## src/rtl/conv_pkg.sv

```systemverilog
// ---------------------------------------------------------------------------
// conv_pkg
// Shared definitions for the single-PE convolution sequencer:
//   - state_t : sequencer state encoding (IDLE / LOAD / MAC / DONE)
//   - geometry constants for a 4x4 input, a 3x3 filter and a 2x2 output
//   - tap-to-(kr,kc) lookup tables; tap k walks the filter in row-major order
// ---------------------------------------------------------------------------
package conv_pkg;

    typedef enum logic [1:0] {
        IDLE = 2'd0,
        LOAD = 2'd1,
        MAC  = 2'd2,
        DONE = 2'd3
    } state_t;

    localparam int N_TAPS = 9;
    localparam int N_OUT  = 4;
    localparam int IN_DIM = 4;
    localparam int K_DIM  = 3;

    localparam logic [3:0] LAST_TAP = 4'(N_TAPS - 1);
    localparam logic [1:0] LAST_OUT = 2'(N_OUT - 1);

    // kr = tap / 3, kc = tap % 3
    localparam logic [1:0] TAP_KR [N_TAPS] = '{2'd0, 2'd0, 2'd0,
                                               2'd1, 2'd1, 2'd1,
                                               2'd2, 2'd2, 2'd2};
    localparam logic [1:0] TAP_KC [N_TAPS] = '{2'd0, 2'd1, 2'd2,
                                               2'd0, 2'd1, 2'd2,
                                               2'd0, 2'd1, 2'd2};

endpackage

```

## src/rtl/conv_pe_seq_if.sv

```systemverilog
// ---------------------------------------------------------------------------
// conv_pe_seq_if
// Bus between the operand/result memory (master) and the convolution
// sequencer (slave).
//   start_i            : start request (memory done_capture), edge-detected
//   a11..a44           : 4x4 input matrix, row-major
//   b11..b33           : 3x3 filter, row-major
//   c11, c12, c21, c22 : 2x2 convolution results
//   valid_o            : one-cycle result pulse (memory PE_valid_i)
//   busy_o             : high while a computation is in progress
// ---------------------------------------------------------------------------
interface conv_pe_seq_if #(
    parameter int DATA_W = 8
);
    logic              start_i;
    logic [DATA_W-1:0] a11, a12, a13, a14;
    logic [DATA_W-1:0] a21, a22, a23, a24;
    logic [DATA_W-1:0] a31, a32, a33, a34;
    logic [DATA_W-1:0] a41, a42, a43, a44;
    logic [DATA_W-1:0] b11, b12, b13;
    logic [DATA_W-1:0] b21, b22, b23;
    logic [DATA_W-1:0] b31, b32, b33;
    logic [DATA_W-1:0] c11, c12, c21, c22;
    logic              valid_o;
    logic              busy_o;

    modport master (
        output start_i,
        output a11, a12, a13, a14, a21, a22, a23, a24,
        output a31, a32, a33, a34, a41, a42, a43, a44,
        output b11, b12, b13, b21, b22, b23, b31, b32, b33,
        input  c11, c12, c21, c22,
        input  valid_o, busy_o
    );

    modport slave (
        input  start_i,
        input  a11, a12, a13, a14, a21, a22, a23, a24,
        input  a31, a32, a33, a34, a41, a42, a43, a44,
        input  b11, b12, b13, b21, b22, b23, b31, b32, b33,
        output c11, c12, c21, c22,
        output valid_o, busy_o
    );
endinterface

```

## src/rtl/conv_mac.sv

```systemverilog
// ---------------------------------------------------------------------------
// conv_mac
// Unsigned multiply-accumulate unit for the convolution sequencer.
//   clk, reset : clock, asynchronous active-high reset
//   clear_i    : zero the accumulator
//   add_i      : accumulate a_i * b_i
//   store_i    : with add_i, this is the last tap: acc restarts at zero
//   a_i, b_i   : operands (DATA_W, unsigned)
//   result_o   : acc + a_i*b_i converted to DATA_W (value to store on the
//                last tap)
// Build option: SATURATE_EN defined -> result clamps to 2^DATA_W-1;
// otherwise the low DATA_W bits are kept.
// ---------------------------------------------------------------------------
module conv_mac #(
    parameter int DATA_W = 8,
    parameter int ACC_W  = 20
) (
    input  logic              clk,
    input  logic              reset,
    input  logic              clear_i,
    input  logic              add_i,
    input  logic              store_i,
    input  logic [DATA_W-1:0] a_i,
    input  logic [DATA_W-1:0] b_i,
    output logic [DATA_W-1:0] result_o
);

    logic [2*DATA_W-1:0] prod;
    logic [ACC_W-1:0]    sum;
    logic [ACC_W-1:0]    acc_q, acc_d;

    function automatic logic [DATA_W-1:0] to_result(input logic [ACC_W-1:0] v);
`ifdef SATURATE_EN
        if (|v[ACC_W-1:DATA_W]) begin
            return '1;
        end
        return v[DATA_W-1:0];
`else
        return v[DATA_W-1:0];
`endif
    endfunction

    assign prod     = a_i * b_i;
    assign sum      = acc_q + ACC_W'(prod);
    assign result_o = to_result(sum);

    always_comb begin
        acc_d = acc_q;
        if (clear_i) begin
            acc_d = '0;
        end else if (add_i) begin
            // the stored sum leaves the accumulator; next output starts at 0
            acc_d = store_i ? '0 : sum;
        end
    end

    always_ff @(posedge clk or posedge reset) begin
        if (reset) begin
            acc_q <= '0;
        end else begin
            acc_q <= acc_d;
        end
    end

endmodule

```

## src/rtl/conv_pe_seq.sv

```systemverilog
// ---------------------------------------------------------------------------
// conv_pe_seq
// Single-PE convolution sequencer: snapshots a 4x4 input and a 3x3 filter,
// computes the 2x2 valid convolution with one MAC per cycle (36 cycles),
// then presents c11..c22 together with a one-cycle valid_o pulse.
//   clk   : clock
//   reset : asynchronous, active-high reset
//   bus   : conv_pe_seq_if.slave (start_i, a11..a44, b11..b33,
//           c11..c22, valid_o, busy_o)
// Timing: start edge at E0 -> LOAD -> 36 x MAC -> DONE; valid_o is high
// in the cycle after E37. start_i edges outside IDLE are dropped.
// Build option: SATURATE_EN (see conv_mac) selects saturating results.
// ---------------------------------------------------------------------------
module conv_pe_seq
    import conv_pkg::*;
#(
    parameter int DATA_W = 8,
    parameter int ACC_W  = 20
) (
    input  logic         clk,
    input  logic         reset,
    conv_pe_seq_if.slave bus
);

    localparam int N_A = IN_DIM * IN_DIM;
    localparam int N_B = K_DIM * K_DIM;

    state_t            state_q, state_d;
    logic              start_q, start_d;
    logic [3:0]        tap_q, tap_d;
    logic [1:0]        out_idx_q, out_idx_d;
    logic [DATA_W-1:0] a_snap_q [N_A];
    logic [DATA_W-1:0] a_snap_d [N_A];
    logic [DATA_W-1:0] b_snap_q [N_B];
    logic [DATA_W-1:0] b_snap_d [N_B];
    logic [DATA_W-1:0] res_q [N_OUT];
    logic [DATA_W-1:0] res_d [N_OUT];
    logic [DATA_W-1:0] c_q [N_OUT];
    logic [DATA_W-1:0] c_d [N_OUT];

    logic [DATA_W-1:0] a_in [N_A];
    logic [DATA_W-1:0] b_in [N_B];

    logic              mac_clear, mac_add, mac_store;
    logic [DATA_W-1:0] mac_a, mac_b, mac_result;
    logic [1:0]        row, col;

    assign a_in[0]  = bus.a11;  assign a_in[1]  = bus.a12;
    assign a_in[2]  = bus.a13;  assign a_in[3]  = bus.a14;
    assign a_in[4]  = bus.a21;  assign a_in[5]  = bus.a22;
    assign a_in[6]  = bus.a23;  assign a_in[7]  = bus.a24;
    assign a_in[8]  = bus.a31;  assign a_in[9]  = bus.a32;
    assign a_in[10] = bus.a33;  assign a_in[11] = bus.a34;
    assign a_in[12] = bus.a41;  assign a_in[13] = bus.a42;
    assign a_in[14] = bus.a43;  assign a_in[15] = bus.a44;

    assign b_in[0] = bus.b11;  assign b_in[1] = bus.b12;  assign b_in[2] = bus.b13;
    assign b_in[3] = bus.b21;  assign b_in[4] = bus.b22;  assign b_in[5] = bus.b23;
    assign b_in[6] = bus.b31;  assign b_in[7] = bus.b32;  assign b_in[8] = bus.b33;

    // Operand mux: output (r,c) = out_idx bits, filter tap (kr,kc);
    // input element index is row*4 + col, i.e. {row, col}.
    always_comb begin
        row   = {1'b0, out_idx_q[1]} + TAP_KR[tap_q];
        col   = {1'b0, out_idx_q[0]} + TAP_KC[tap_q];
        mac_a = a_snap_q[{row, col}];
        mac_b = b_snap_q[tap_q];
    end

    always_comb begin
        state_d   = state_q;
        start_d   = bus.start_i;
        tap_d     = tap_q;
        out_idx_d = out_idx_q;
        a_snap_d  = a_snap_q;
        b_snap_d  = b_snap_q;
        res_d     = res_q;
        c_d       = c_q;
        mac_clear = 1'b0;
        mac_add   = 1'b0;
        mac_store = 1'b0;

        case (state_q)
            IDLE: begin
                if (bus.start_i && !start_q) begin
                    state_d = LOAD;
                end
            end
            LOAD: begin
                a_snap_d  = a_in;
                b_snap_d  = b_in;
                tap_d     = '0;
                out_idx_d = '0;
                mac_clear = 1'b1;
                state_d   = MAC;
            end
            MAC: begin
                mac_add = 1'b1;
                if (tap_q == LAST_TAP) begin
                    mac_store          = 1'b1;
                    res_d[out_idx_q]   = mac_result;
                    tap_d              = '0;
                    out_idx_d          = out_idx_q + 2'd1;
                    if (out_idx_q == LAST_OUT) begin
                        // res_d already carries the final result, so all
                        // four outputs change on the same edge
                        c_d     = res_d;
                        state_d = DONE;
                    end
                end else begin
                    tap_d = tap_q + 4'd1;
                end
            end
            DONE: begin
                state_d = IDLE;
            end
            default: begin
                state_d = IDLE;
            end
        endcase
    end

    always_ff @(posedge clk or posedge reset) begin
        if (reset) begin
            state_q   <= IDLE;
            start_q   <= 1'b0;
            tap_q     <= '0;
            out_idx_q <= '0;
            for (int i = 0; i < N_A; i++) a_snap_q[i] <= '0;
            for (int i = 0; i < N_B; i++) b_snap_q[i] <= '0;
            for (int i = 0; i < N_OUT; i++) begin
                res_q[i] <= '0;
                c_q[i]   <= '0;
            end
        end else begin
            state_q   <= state_d;
            start_q   <= start_d;
            tap_q     <= tap_d;
            out_idx_q <= out_idx_d;
            a_snap_q  <= a_snap_d;
            b_snap_q  <= b_snap_d;
            res_q     <= res_d;
            c_q       <= c_d;
        end
    end

    conv_mac #(
        .DATA_W (DATA_W),
        .ACC_W  (ACC_W)
    ) u_mac (
        .clk      (clk),
        .reset    (reset),
        .clear_i  (mac_clear),
        .add_i    (mac_add),
        .store_i  (mac_store),
        .a_i      (mac_a),
        .b_i      (mac_b),
        .result_o (mac_result)
    );

    assign bus.c11     = c_q[0];
    assign bus.c12     = c_q[1];
    assign bus.c21     = c_q[2];
    assign bus.c22     = c_q[3];
    assign bus.valid_o = (state_q == DONE);
    assign bus.busy_o  = (state_q != IDLE);

endmodule

```

## src/flat_wrapper.sv

```systemverilog
// flat-port wrapper written by rule: the top's interface ports become plain ports
module conv_pe_seq_flat import conv_pkg::*;
#(
    parameter int DATA_W = 8,
    parameter int ACC_W  = 20
)
  (clk, reset, bus_start_i, bus_a11, bus_a12, bus_a13, bus_a14, bus_a21, bus_a22, bus_a23, bus_a24, bus_a31, bus_a32, bus_a33, bus_a34, bus_a41, bus_a42, bus_a43, bus_a44, bus_b11, bus_b12, bus_b13, bus_b21, bus_b22, bus_b23, bus_b31, bus_b32, bus_b33, bus_c11, bus_c12, bus_c21, bus_c22, bus_valid_o, bus_busy_o);
  conv_pe_seq_if #(.DATA_W(DATA_W)) bus_i ();
  input  logic clk;
  input  logic reset;
  input wire logic [$bits(bus_i.start_i)-1:0] bus_start_i;
  input wire logic [$bits(bus_i.a11)-1:0] bus_a11;
  input wire logic [$bits(bus_i.a12)-1:0] bus_a12;
  input wire logic [$bits(bus_i.a13)-1:0] bus_a13;
  input wire logic [$bits(bus_i.a14)-1:0] bus_a14;
  input wire logic [$bits(bus_i.a21)-1:0] bus_a21;
  input wire logic [$bits(bus_i.a22)-1:0] bus_a22;
  input wire logic [$bits(bus_i.a23)-1:0] bus_a23;
  input wire logic [$bits(bus_i.a24)-1:0] bus_a24;
  input wire logic [$bits(bus_i.a31)-1:0] bus_a31;
  input wire logic [$bits(bus_i.a32)-1:0] bus_a32;
  input wire logic [$bits(bus_i.a33)-1:0] bus_a33;
  input wire logic [$bits(bus_i.a34)-1:0] bus_a34;
  input wire logic [$bits(bus_i.a41)-1:0] bus_a41;
  input wire logic [$bits(bus_i.a42)-1:0] bus_a42;
  input wire logic [$bits(bus_i.a43)-1:0] bus_a43;
  input wire logic [$bits(bus_i.a44)-1:0] bus_a44;
  input wire logic [$bits(bus_i.b11)-1:0] bus_b11;
  input wire logic [$bits(bus_i.b12)-1:0] bus_b12;
  input wire logic [$bits(bus_i.b13)-1:0] bus_b13;
  input wire logic [$bits(bus_i.b21)-1:0] bus_b21;
  input wire logic [$bits(bus_i.b22)-1:0] bus_b22;
  input wire logic [$bits(bus_i.b23)-1:0] bus_b23;
  input wire logic [$bits(bus_i.b31)-1:0] bus_b31;
  input wire logic [$bits(bus_i.b32)-1:0] bus_b32;
  input wire logic [$bits(bus_i.b33)-1:0] bus_b33;
  output wire logic [$bits(bus_i.c11)-1:0] bus_c11;
  output wire logic [$bits(bus_i.c12)-1:0] bus_c12;
  output wire logic [$bits(bus_i.c21)-1:0] bus_c21;
  output wire logic [$bits(bus_i.c22)-1:0] bus_c22;
  output wire logic [$bits(bus_i.valid_o)-1:0] bus_valid_o;
  output wire logic [$bits(bus_i.busy_o)-1:0] bus_busy_o;
  assign bus_i.start_i = bus_start_i;
  assign bus_i.a11 = bus_a11;
  assign bus_i.a12 = bus_a12;
  assign bus_i.a13 = bus_a13;
  assign bus_i.a14 = bus_a14;
  assign bus_i.a21 = bus_a21;
  assign bus_i.a22 = bus_a22;
  assign bus_i.a23 = bus_a23;
  assign bus_i.a24 = bus_a24;
  assign bus_i.a31 = bus_a31;
  assign bus_i.a32 = bus_a32;
  assign bus_i.a33 = bus_a33;
  assign bus_i.a34 = bus_a34;
  assign bus_i.a41 = bus_a41;
  assign bus_i.a42 = bus_a42;
  assign bus_i.a43 = bus_a43;
  assign bus_i.a44 = bus_a44;
  assign bus_i.b11 = bus_b11;
  assign bus_i.b12 = bus_b12;
  assign bus_i.b13 = bus_b13;
  assign bus_i.b21 = bus_b21;
  assign bus_i.b22 = bus_b22;
  assign bus_i.b23 = bus_b23;
  assign bus_i.b31 = bus_b31;
  assign bus_i.b32 = bus_b32;
  assign bus_i.b33 = bus_b33;
  assign bus_c11 = bus_i.c11;
  assign bus_c12 = bus_i.c12;
  assign bus_c21 = bus_i.c21;
  assign bus_c22 = bus_i.c22;
  assign bus_valid_o = bus_i.valid_o;
  assign bus_busy_o = bus_i.busy_o;
  conv_pe_seq #(.DATA_W(DATA_W), .ACC_W(ACC_W)) u_core (.clk(clk), .reset(reset), .bus(bus_i));
endmodule
```

## config.mk

```make
export PLATFORM = sky130hd
export DESIGN_NAME = conv_pe_seq_flat
export DESIGN_NICKNAME = d
export VERILOG_FILES = /design/src/rtl/conv_pkg.sv /design/src/rtl/conv_pe_seq_if.sv /design/src/rtl/conv_mac.sv /design/src/rtl/conv_pe_seq.sv /design/src/flat_wrapper.sv
export SDC_FILE = /design/constraint.sdc
export NUM_CORES = 1
export LEC_CHECK = 0
export BUFFER_PORTS_ARGS = -buffer_cell sky130_fd_sc_hd__buf_2
export CAP_MARGIN = 0
export CORE_MARGIN = 3
export CORE_UTILIZATION = 60
export CTS_CLUSTER_DIAMETER = 200
export DETAILED_ROUTE_END_ITERATION = 8
export HOLD_SLACK_MARGIN = 0.15
export PLACE_DENSITY = 0.86
export SYNTH_ARGS = -nofsm -noshare
export SYNTH_HDL_FRONTEND = slang
export SYNTH_HIERARCHICAL = 1
export SYNTH_SLANG_ARGS = --single-unit
```

## constraint.sdc

```tcl
create_clock -name clk -period 12.7 [get_ports clk]
set_input_delay 1.27 -clock clk [delete_from_list [all_inputs] [get_ports clk]]
set_output_delay 1.27 -clock clk [all_outputs]
set_load 0.01 [all_outputs]
```

==> impl_metrics.env, run 1 <==
export IMPL_maximum_operating_frequency_mhz=127
export IMPL_worstHoldStart="u_core/bus.c22[6]"
export IMPL_tritoncts="done"
export IMPL_critical_path_endpoint_type="register"
export IMPL_syn_cell_area_mm2=0.0134
export IMPL_detail_route_first_pass_iterations=7
export IMPL_initial_utilization_pct=61.2
export IMPL_final_cell_mix="sky130_fd_sc_hd__dfrtp_1 (273), sky130_fd_sc_hd__mux2_2 (238), sky130_fd_sc_hd__buf_2 (236)"
export IMPL_ys_seq_elements=273
export IMPL_globalplace_congestion=0.832
export IMPL_cts_resized=0
export IMPL_worstHoldEndpoint="u_core/bus.c22[6]"
export IMPL_num_vias=8815
export IMPL_std_cell_rows=54
export IMPL_global_route_usage_total_pct=25.1
export IMPL_detailed_place_hpwl_um=21200
export IMPL_ff2ff_setup_slack_ns=4.84
export IMPL_grt_pass1_wl_um=48600
export IMPL_fillers=1473
export IMPL_setup_violations=0
export IMPL_commonest_non_fill_non_tap_cell_in_the_layout="sky130_fd_sc_hd__dfrtp_1"
export IMPL_layoutNonFillerInstCount=1548
export IMPL_design_portCount=237
export IMPL_criticalPathCategory="register to register"
export IMPL_drc_errors_left=0
export IMPL_route_detailed_vias_per_inst=5.69
export IMPL_synth_edf_count=0
export IMPL_drtIter0Drc=624
export IMPL_htree_num_levels=1
export IMPL_antenna_found_initial=3
export IMPL_die_area_mm2=0.0242
export IMPL_synth_fp_nets=1276
export IMPL_leading_cell_types_by_total_area_after_synthesis="sky130_fd_sc_hd__dfrtp_1 (51%), sky130_fd_sc_hd__mux2_2 (20%), sky130_fd_sc_hd__mux2i_1 (6.5%)"
export IMPL_maxCapViolations=0
export IMPL_startpoint="u_core/tap_q[1]"
export IMPL_wirelength_met1_um=12400
export IMPL_finalCriticalPeriod_ns=7.86
export IMPL_worst_setup_hold_path_clk_slew_ns=0.06
export IMPL_async_flop_share_pct=100
export IMPL_route_antenna_remaining_nets=0
export IMPL_routedWlPerCell_um=19.6
export IMPL_min_delay_path_depth=2
export IMPL_worst_slew_pin_transition_ns=1.13
export IMPL_grt_max_degree=137
export IMPL_drive_gt1_share_pct=44.2
export IMPL_numCtsBuffers=29
export IMPL_hold_viol=0
export IMPL_die_x_um=155
export IMPL_regToRegEndpoint="u_core/res_q[23]"
export IMPL_grt_remaining_overflow=0
export IMPL_syn_avg_cell_area_um2=13.1
export IMPL_clock_insertion_delay_worst_skew_ns=0.54
export IMPL_rr_worst_depth=26
export IMPL_placed_cells_incl_taps=1494
export IMPL_drt_wl_total_um=30400
export IMPL_worstPathRequired_ns=13.13
export IMPL_timing_hold_worst_class="register to register"
export IMPL_wl_met2_um=15500
export IMPL_netlist_area_leader_share_pct=51.0
export IMPL_yosysWarnings=6
export IMPL_areaGrowthSynthToFinish_pct=18.0
export IMPL_tns_ns=0
export IMPL_max_slew_margin_pct=23.9
export IMPL_seq_area_frac_synth_pct=51.0
export IMPL_clkSinkCount=273
export IMPL_clock_root_buffer="sky130_fd_sc_hd__clkbuf_16"
export IMPL_period_share_pct=61.9
export IMPL_path_max_fanout=46
export IMPL_sort_of_element_at_the_start_of_the_critical_path="register"
export IMPL_chipHeight_um=155
export IMPL_synth_largest_area_cell="sky130_fd_sc_hd__dfrtp_1"
export IMPL_run_status="complete, no violations"
export IMPL_critical_path_arrival_ns=8.29
export IMPL_nets=1497
export IMPL_origin_of_the_critical_flop_to_flop_path="u_core/tap_q[1]"
export IMPL_grt_setup_unrepaired="false"
export IMPL_cts_repair_timing_setup_buffer_count=0
export IMPL_synth_distinct_cells=37
export IMPL_route_top_layer_used="met5"
export IMPL_io_buffer_count=236
export IMPL_number_of_max_slew_violations_in_the_final_report=0
export IMPL_detailroute_wirelength_met3_um=1540
export IMPL_fp_coreArea_mm2=0.0219
export IMPL_vias_in_the_first_global_route=9296
export IMPL_synthFlopType="sky130_fd_sc_hd__dfrtp_1"
export IMPL_finalClockSkew_ns=0.00903
export IMPL_cts_hold_repair_buffers=0
export IMPL_netlist_instances=1024
export IMPL_cts_root_to_sink_buffers=3
logic make-up after synthesis:
family                   after synthesis  synth area share [%]
multiplexers                         346                  30.0
flip-flops                           273                  51.0
AND/OR/NAND/NOR                      151                  4.89
buffers and inverters                100                  2.90
AO/OA/AOI/OAI                         87                  3.95
adder cells (fa/ha/maj)               49                  5.59
XOR/XNOR                              18                  1.64
metal layers:
metal / global-route usage, % / vias up
li1: - / 4040
met1: 33.5 / 4459
met2: 42.9 / 248
met3: 4.09 / 66
met4: 7.34 / 2
met5: 0 / -
area by class of cell:
cell class | instances | area (um2) | share of cell area, %
repair buffers | 243 | 1230 | 7.81
multi-input cells | 651 | 6200 | 39.2
flip-flops and latches | 273 | 6830 | 43.2
well taps | 280 | 350 | 2.22
clock buffers | 41 | 841 | 5.32
diodes | 2 | 5.00 | 0.0317
clock inverters | 11 | 159 | 1.01
inverters | 47 | 184 | 1.16
worst max-delay path: stages, from the launching register on:
cell and delay (ns):
sky130_fd_sc_hd__dfrtp_1 0.95, sky130_fd_sc_hd__inv_1 0.25, sky130_fd_sc_hd__ha_1 0.38, sky130_fd_sc_hd__inv_1 0.04, sky130_fd_sc_hd__mux2i_1 0.12, sky130_fd_sc_hd__nor2_1 0.06, sky130_fd_sc_hd__ha_1 0.26, sky130_fd_sc_hd__xnor2_4 0.17
sky130_fd_sc_hd__buf_4 0.50, sky130_fd_sc_hd__mux2i_1 0.16, sky130_fd_sc_hd__a22oi_1 0.36, sky130_fd_sc_hd__o221ai_1 0.32, sky130_fd_sc_hd__and2_1 0.26, sky130_fd_sc_hd__fa_1 0.52, sky130_fd_sc_hd__inv_1 0.06, sky130_fd_sc_hd__fa_1 0.50
sky130_fd_sc_hd__inv_1 0.04, sky130_fd_sc_hd__ha_1 0.26, sky130_fd_sc_hd__inv_1 0.06, sky130_fd_sc_hd__fa_1 0.53, sky130_fd_sc_hd__inv_1 0.07, sky130_fd_sc_hd__fa_1 0.46, sky130_fd_sc_hd__a21o_1 0.19, sky130_fd_sc_hd__a21oi_1 0.15
sky130_fd_sc_hd__xnor3_1 0.42, sky130_fd_sc_hd__xnor3_2 0.34, sky130_fd_sc_hd__mux2_2 0.31
sequential cells by signal, summed over array words and instances, names as in the netlist:
register and count:
u_core/a_snap_q 128, u_core/bus.c11 8, u_core/bus.c22 8, u_core/bus.c12 8, u_core/b_snap_q 72, u_core/state_q 2, u_core/u_mac/acc_q 8, u_core/start_q 1
u_core/res_q 24, u_core/out_idx_q 2, u_core/bus.c21 8, u_core/tap_q 4
worst max-delay path by stage:
stage                               endpoint  slack, ns  cells past startpoint
after floorplan           u_core/a_snap_q[0]       4.13                      1
after global placement      u_core/res_q[23]       5.15                     26
after detailed placement    u_core/res_q[23]       4.95                     26
after CTS                   u_core/res_q[23]       4.88                     26
after global routing        u_core/res_q[23]       4.48                     26
final                       u_core/res_q[23]       4.84                     26
Yosys cell counts (all sizes together) (6+ instances only):
cell    number
o221ai       8
mux2i       87
buf         11
mux4        21
dfrtp      273
a21oi       11
clkbuf      42
mux2       238
and2        12
inv         47
nand2b       6
a22oi        8
nor2        11
xnor2       13
nand2      107
fa          18
o21ai       52
ha          31
metrics by stage:
stage / cell area, um2 / util (%) / setup slack (ns) / hold slack [ns]
floorplan: 13400 / - / 4.13 / 0.475
global placement: 14800 / 67.6 / 5.15 / 0.456
detailed placement: 14800 / 67.6 / 4.95 / 0.458
CTS: 15800 / 72.2 / 4.88 / 0.473
global route: 15800 / 72.2 / 4.48 / 0.493
finish: 15800 / 72.2 / 4.84 / 0.472
Power of run 1 is left out: the tool's default activity adds up to more than one toggle a clock period on the data nets, which glitch-free logic cannot reach.
==> inputs of run 2 (changes only) <==
- CORE_UTILIZATION: 60 -> 51
- PLACE_DENSITY: 0.86 -> 0.78
- clock period: 12.7 -> 7.18 ns (I/O delays scaled with it)
==> run 2 against run 1 <==
  * Flip-flop and latch count unchanged
  * Clock skew up 0.0014 ns
  * Non-clock buffer count up 20
  * Critical path depth down 2
  * Cell area up 0.98%
  * Fmax up 15%
  * Die area up 17%
==> impl_metrics.env, run 2 (synthesized netlist as in run 1, its figures left out) <==
export IMPL_run_status="complete, no violations"
export IMPL_tritoncts="done"
export IMPL_htree_num_levels=1
export IMPL_sort_of_element_at_the_start_of_the_critical_path="register"
export IMPL_cts_root_to_sink_buffers=3
export IMPL_timing_critical_path_buf_inv=5
export IMPL_p_clk_share_pct=14.7
export IMPL_std_cell_rows=58
export IMPL_numCtsBuffers=28
export IMPL_drc_errors_left=0
export IMPL_grt_max_degree=146
export IMPL_totalPowerFinal_uw=9540
export IMPL_regMostFlops="u_core/a_snap_q"
export IMPL_clock_insertion_delay_worst_skew_ns=0.54
export IMPL_clock_root_buffer="sky130_fd_sc_hd__clkbuf_16"
export IMPL_num_vias=8645
export IMPL_detailed_place_hpwl_um=22000
export IMPL_cpPeakStageDelay_ns=0.52
export IMPL_hold_viol=0
export IMPL_clkSinkCount=273
export IMPL_largest_register_ffs=128
export IMPL_route_detailed_vias_per_inst=5.35
export IMPL_layoutNonFillerInstCount=1616
export IMPL_ir_drop_v=0.00113
export IMPL_timing_hold_worst_class="input pin to asynchronous set/reset pin"
export IMPL_grt_remaining_overflow=0
export IMPL_net_switching_component_of_the_power_uw=3930
export IMPL_initial_utilization_pct=52.6
export IMPL_die_x_um=168
export IMPL_seqPwrFrac_pct=26.0
export IMPL_criticalPathCategory="register to register"
export IMPL_nets=1516
export IMPL_setup_violations=0
export IMPL_final_cell_mix="sky130_fd_sc_hd__dfrtp_1 (273), sky130_fd_sc_hd__mux2_2 (238), sky130_fd_sc_hd__buf_2 (236)"
export IMPL_maxCapViolations=0
export IMPL_fp_coreArea_mm2=0.0255
export IMPL_io_buffer_count=236
export IMPL_path_max_fanout=21
export IMPL_power_density_cell_area_mw_per_mm2=598
export IMPL_placed_cells_incl_taps=1552
export IMPL_max_slew_margin_pct=23.8
export IMPL_reg_top3="u_core/a_snap_q (128), u_core/b_snap_q (72), u_core/res_q (24)"
export IMPL_die_area_mm2=0.0282
export IMPL_critical_path_cell_chain="buf_4 > ha_1 > nand2b_1 > a21oi_1 > ha_4 > mux2i_1 > mux2i_1 > a22oi_1 > o221ai_1 > and2_1 > fa_1 > inv_1 > fa_1 > inv_1 > ha_1 > inv_1 > fa_1 > inv_1 > fa_1 > a21o_1 > a21oi_1 > xnor3_1 > xnor3_2 > mux2_2"
export IMPL_areaGrowthSynthToFinish_pct=19.1
export IMPL_internal_power_uw=5610
export IMPL_tns_ns=0
export IMPL_worstPathRequired_ns=7.60
export IMPL_finalCriticalPeriod_ns=6.84
export IMPL_antenna_found_initial=7
export IMPL_design_portCount=237
export IMPL_power_share_switching_pct=41.2
export IMPL_commonest_non_fill_non_tap_cell_in_the_layout="sky130_fd_sc_hd__dfrtp_1"
export IMPL_maximum_operating_frequency_mhz=146
export IMPL_vias_in_the_first_global_route=9299
export IMPL_number_of_max_slew_violations_in_the_final_report=0
export IMPL_chipHeight_um=168
export IMPL_p_comb_share_pct=59.3
export IMPL_grt_pass1_wl_um=49100
export IMPL_worst_setup_hold_path_clk_slew_ns=0.06
export IMPL_finalClockSkew_ns=0.0105
export IMPL_crit_family="adder cells"
export IMPL_worst_slew_pin_transition_ns=1.13
export IMPL_routedWlPerCell_um=18.9
export IMPL_standard_cell_with_the_maximum_stage_delay_on_the_critical_path="sky130_fd_sc_hd__fa_1"
export IMPL_globalplace_congestion=0.811
export IMPL_detail_route_first_pass_iterations=4
export IMPL_route_antenna_remaining_nets=0
export IMPL_p_leak_uw=0.00728
export IMPL_drtIter0Drc=571
export IMPL_drive_gt1_share_pct=44.7
export IMPL_critical_path_endpoint_type="register"
export IMPL_grt_setup_unrepaired="false"
export IMPL_critical_path_arrival_ns=7.26
export IMPL_global_route_usage_total_pct=21.6
export IMPL_period_share_pct=95.2
export IMPL_drt_wl_total_um=30500
run 2: changes by cell type in the layout (fill, tap and decap cells not counted):
| cell | delta |
|---|---|
| sky130_fd_sc_hd__buf_4 | +16 |
| sky130_fd_sc_hd__clkbuf_1 | +5 |
| sky130_fd_sc_hd__buf_12 | +4 |
| sky130_fd_sc_hd__clkinv_2 | -4 |
| sky130_fd_sc_hd__bufinv_16 | -3 |
| sky130_fd_sc_hd__clkinvlp_4 | +3 |
| sky130_fd_sc_hd__clkbuf_8 | -2 |
| sky130_fd_sc_hd__diode_2 | +1 |
| sky130_fd_sc_hd__inv_6 | -1 |
| sky130_fd_sc_hd__inv_8 | -1 |
| sky130_fd_sc_hd__o221ai_1 | -1 |
| sky130_fd_sc_hd__o221ai_2 | +1 |
run 2: through the flow:
step / setup slack (ns) / hold WS [ns] / util [%] / cell area (um2)
finish: 0.341 / 0.167 / 62.7 / 16000
global route: 0.0141 / 0.176 / 62.7 / 16000
CTS: 0.163 / 0.158 / 62.2 / 15800
detailed placement: 0.191 / 0.463 / 58.7 / 15000
global placement: 0.447 / 0.458 / 58.7 / 15000
floorplan: 0.465 / 0.475 / - / 13400
run 2: area by class of cell:
cell class	count	area [um2]
clock inverters	5	55.1
flip-flops and latches	273	6830
clock buffers	44	832
diodes	3	7.51
well taps	330	413
repair buffers	263	1430
multi-input cells	651	6210
fillers	1966	9510
inverters	47	180
run 2: repair_timing:
action,4_1_cts,5_1_grt
buffers inserted,0,12
hold endpoints to repair,0,0
hold buffers,0,0
setup endpoints to repair,0,11
gates resized for setup,0,1
run 2: metal layers:
metal	GRT usage [%]	part of all wire, %	vias to the layer above
met4	5.44	1.8	8
met5	0	0.16	-
li1	-	-	4071
met1	28.5	42	4335
met2	36.7	50	183
met3	4.74	5.8	48
run 2: worst register-to-register path: stages, from the launching register on:
cell	delay, ns
sky130_fd_sc_hd__dfrtp_1	0.34
sky130_fd_sc_hd__buf_4	0.32
sky130_fd_sc_hd__ha_1	0.24
sky130_fd_sc_hd__nand2b_1	0.08
sky130_fd_sc_hd__a21oi_1	0.26
sky130_fd_sc_hd__ha_4	0.32
sky130_fd_sc_hd__mux2i_1	0.32
sky130_fd_sc_hd__mux2i_1	0.13
sky130_fd_sc_hd__a22oi_1	0.29
sky130_fd_sc_hd__o221ai_1	0.29
sky130_fd_sc_hd__and2_1	0.25
sky130_fd_sc_hd__fa_1	0.51
sky130_fd_sc_hd__inv_1	0.06
sky130_fd_sc_hd__fa_1	0.51
sky130_fd_sc_hd__inv_1	0.04
sky130_fd_sc_hd__ha_1	0.27
sky130_fd_sc_hd__inv_1	0.05
sky130_fd_sc_hd__fa_1	0.52
sky130_fd_sc_hd__inv_1	0.07
sky130_fd_sc_hd__fa_1	0.45
sky130_fd_sc_hd__a21o_1	0.19
sky130_fd_sc_hd__a21oi_1	0.17
sky130_fd_sc_hd__xnor3_1	0.43
sky130_fd_sc_hd__xnor3_2	0.32
sky130_fd_sc_hd__mux2_2	0.30
run 2: power groups by stage:
stage	logic, uW	registers, uW	clock network [uW]
after floorplan	4620	2390	0
after global placement	5560	2470	0
after detailed placement	5660	2500	0
after CTS	5700	2480	1440
after global routing	6200	2560	1510
final	5660	2480	1400
run 2: worst paths after layout:
| path | cells after the start | endpoint | startpoint | slack, ns |
|---|---|---|---|---|
| worst min register to register | 2 | u_core/bus.c22[3] | u_core/bus.c22[3] | 0.47 |
| worst max-delay path | 24 | u_core/res_q[15] | u_core/tap_q[1] | 0.34 |
| min in group clk | 1 | u_core/start_q | bus_start_i | 0.29 |
| max in group asynchronous | 3 | u_core/a_snap_q[114] | reset | 5.26 |
| worst max register to register | 24 | u_core/res_q[15] | u_core/tap_q[1] | 0.34 |
| worst min-delay path | 2 | u_core/u_mac/acc_q[5] | reset | 0.17 |
Note: power is estimated with default switching activity, not from simulation.
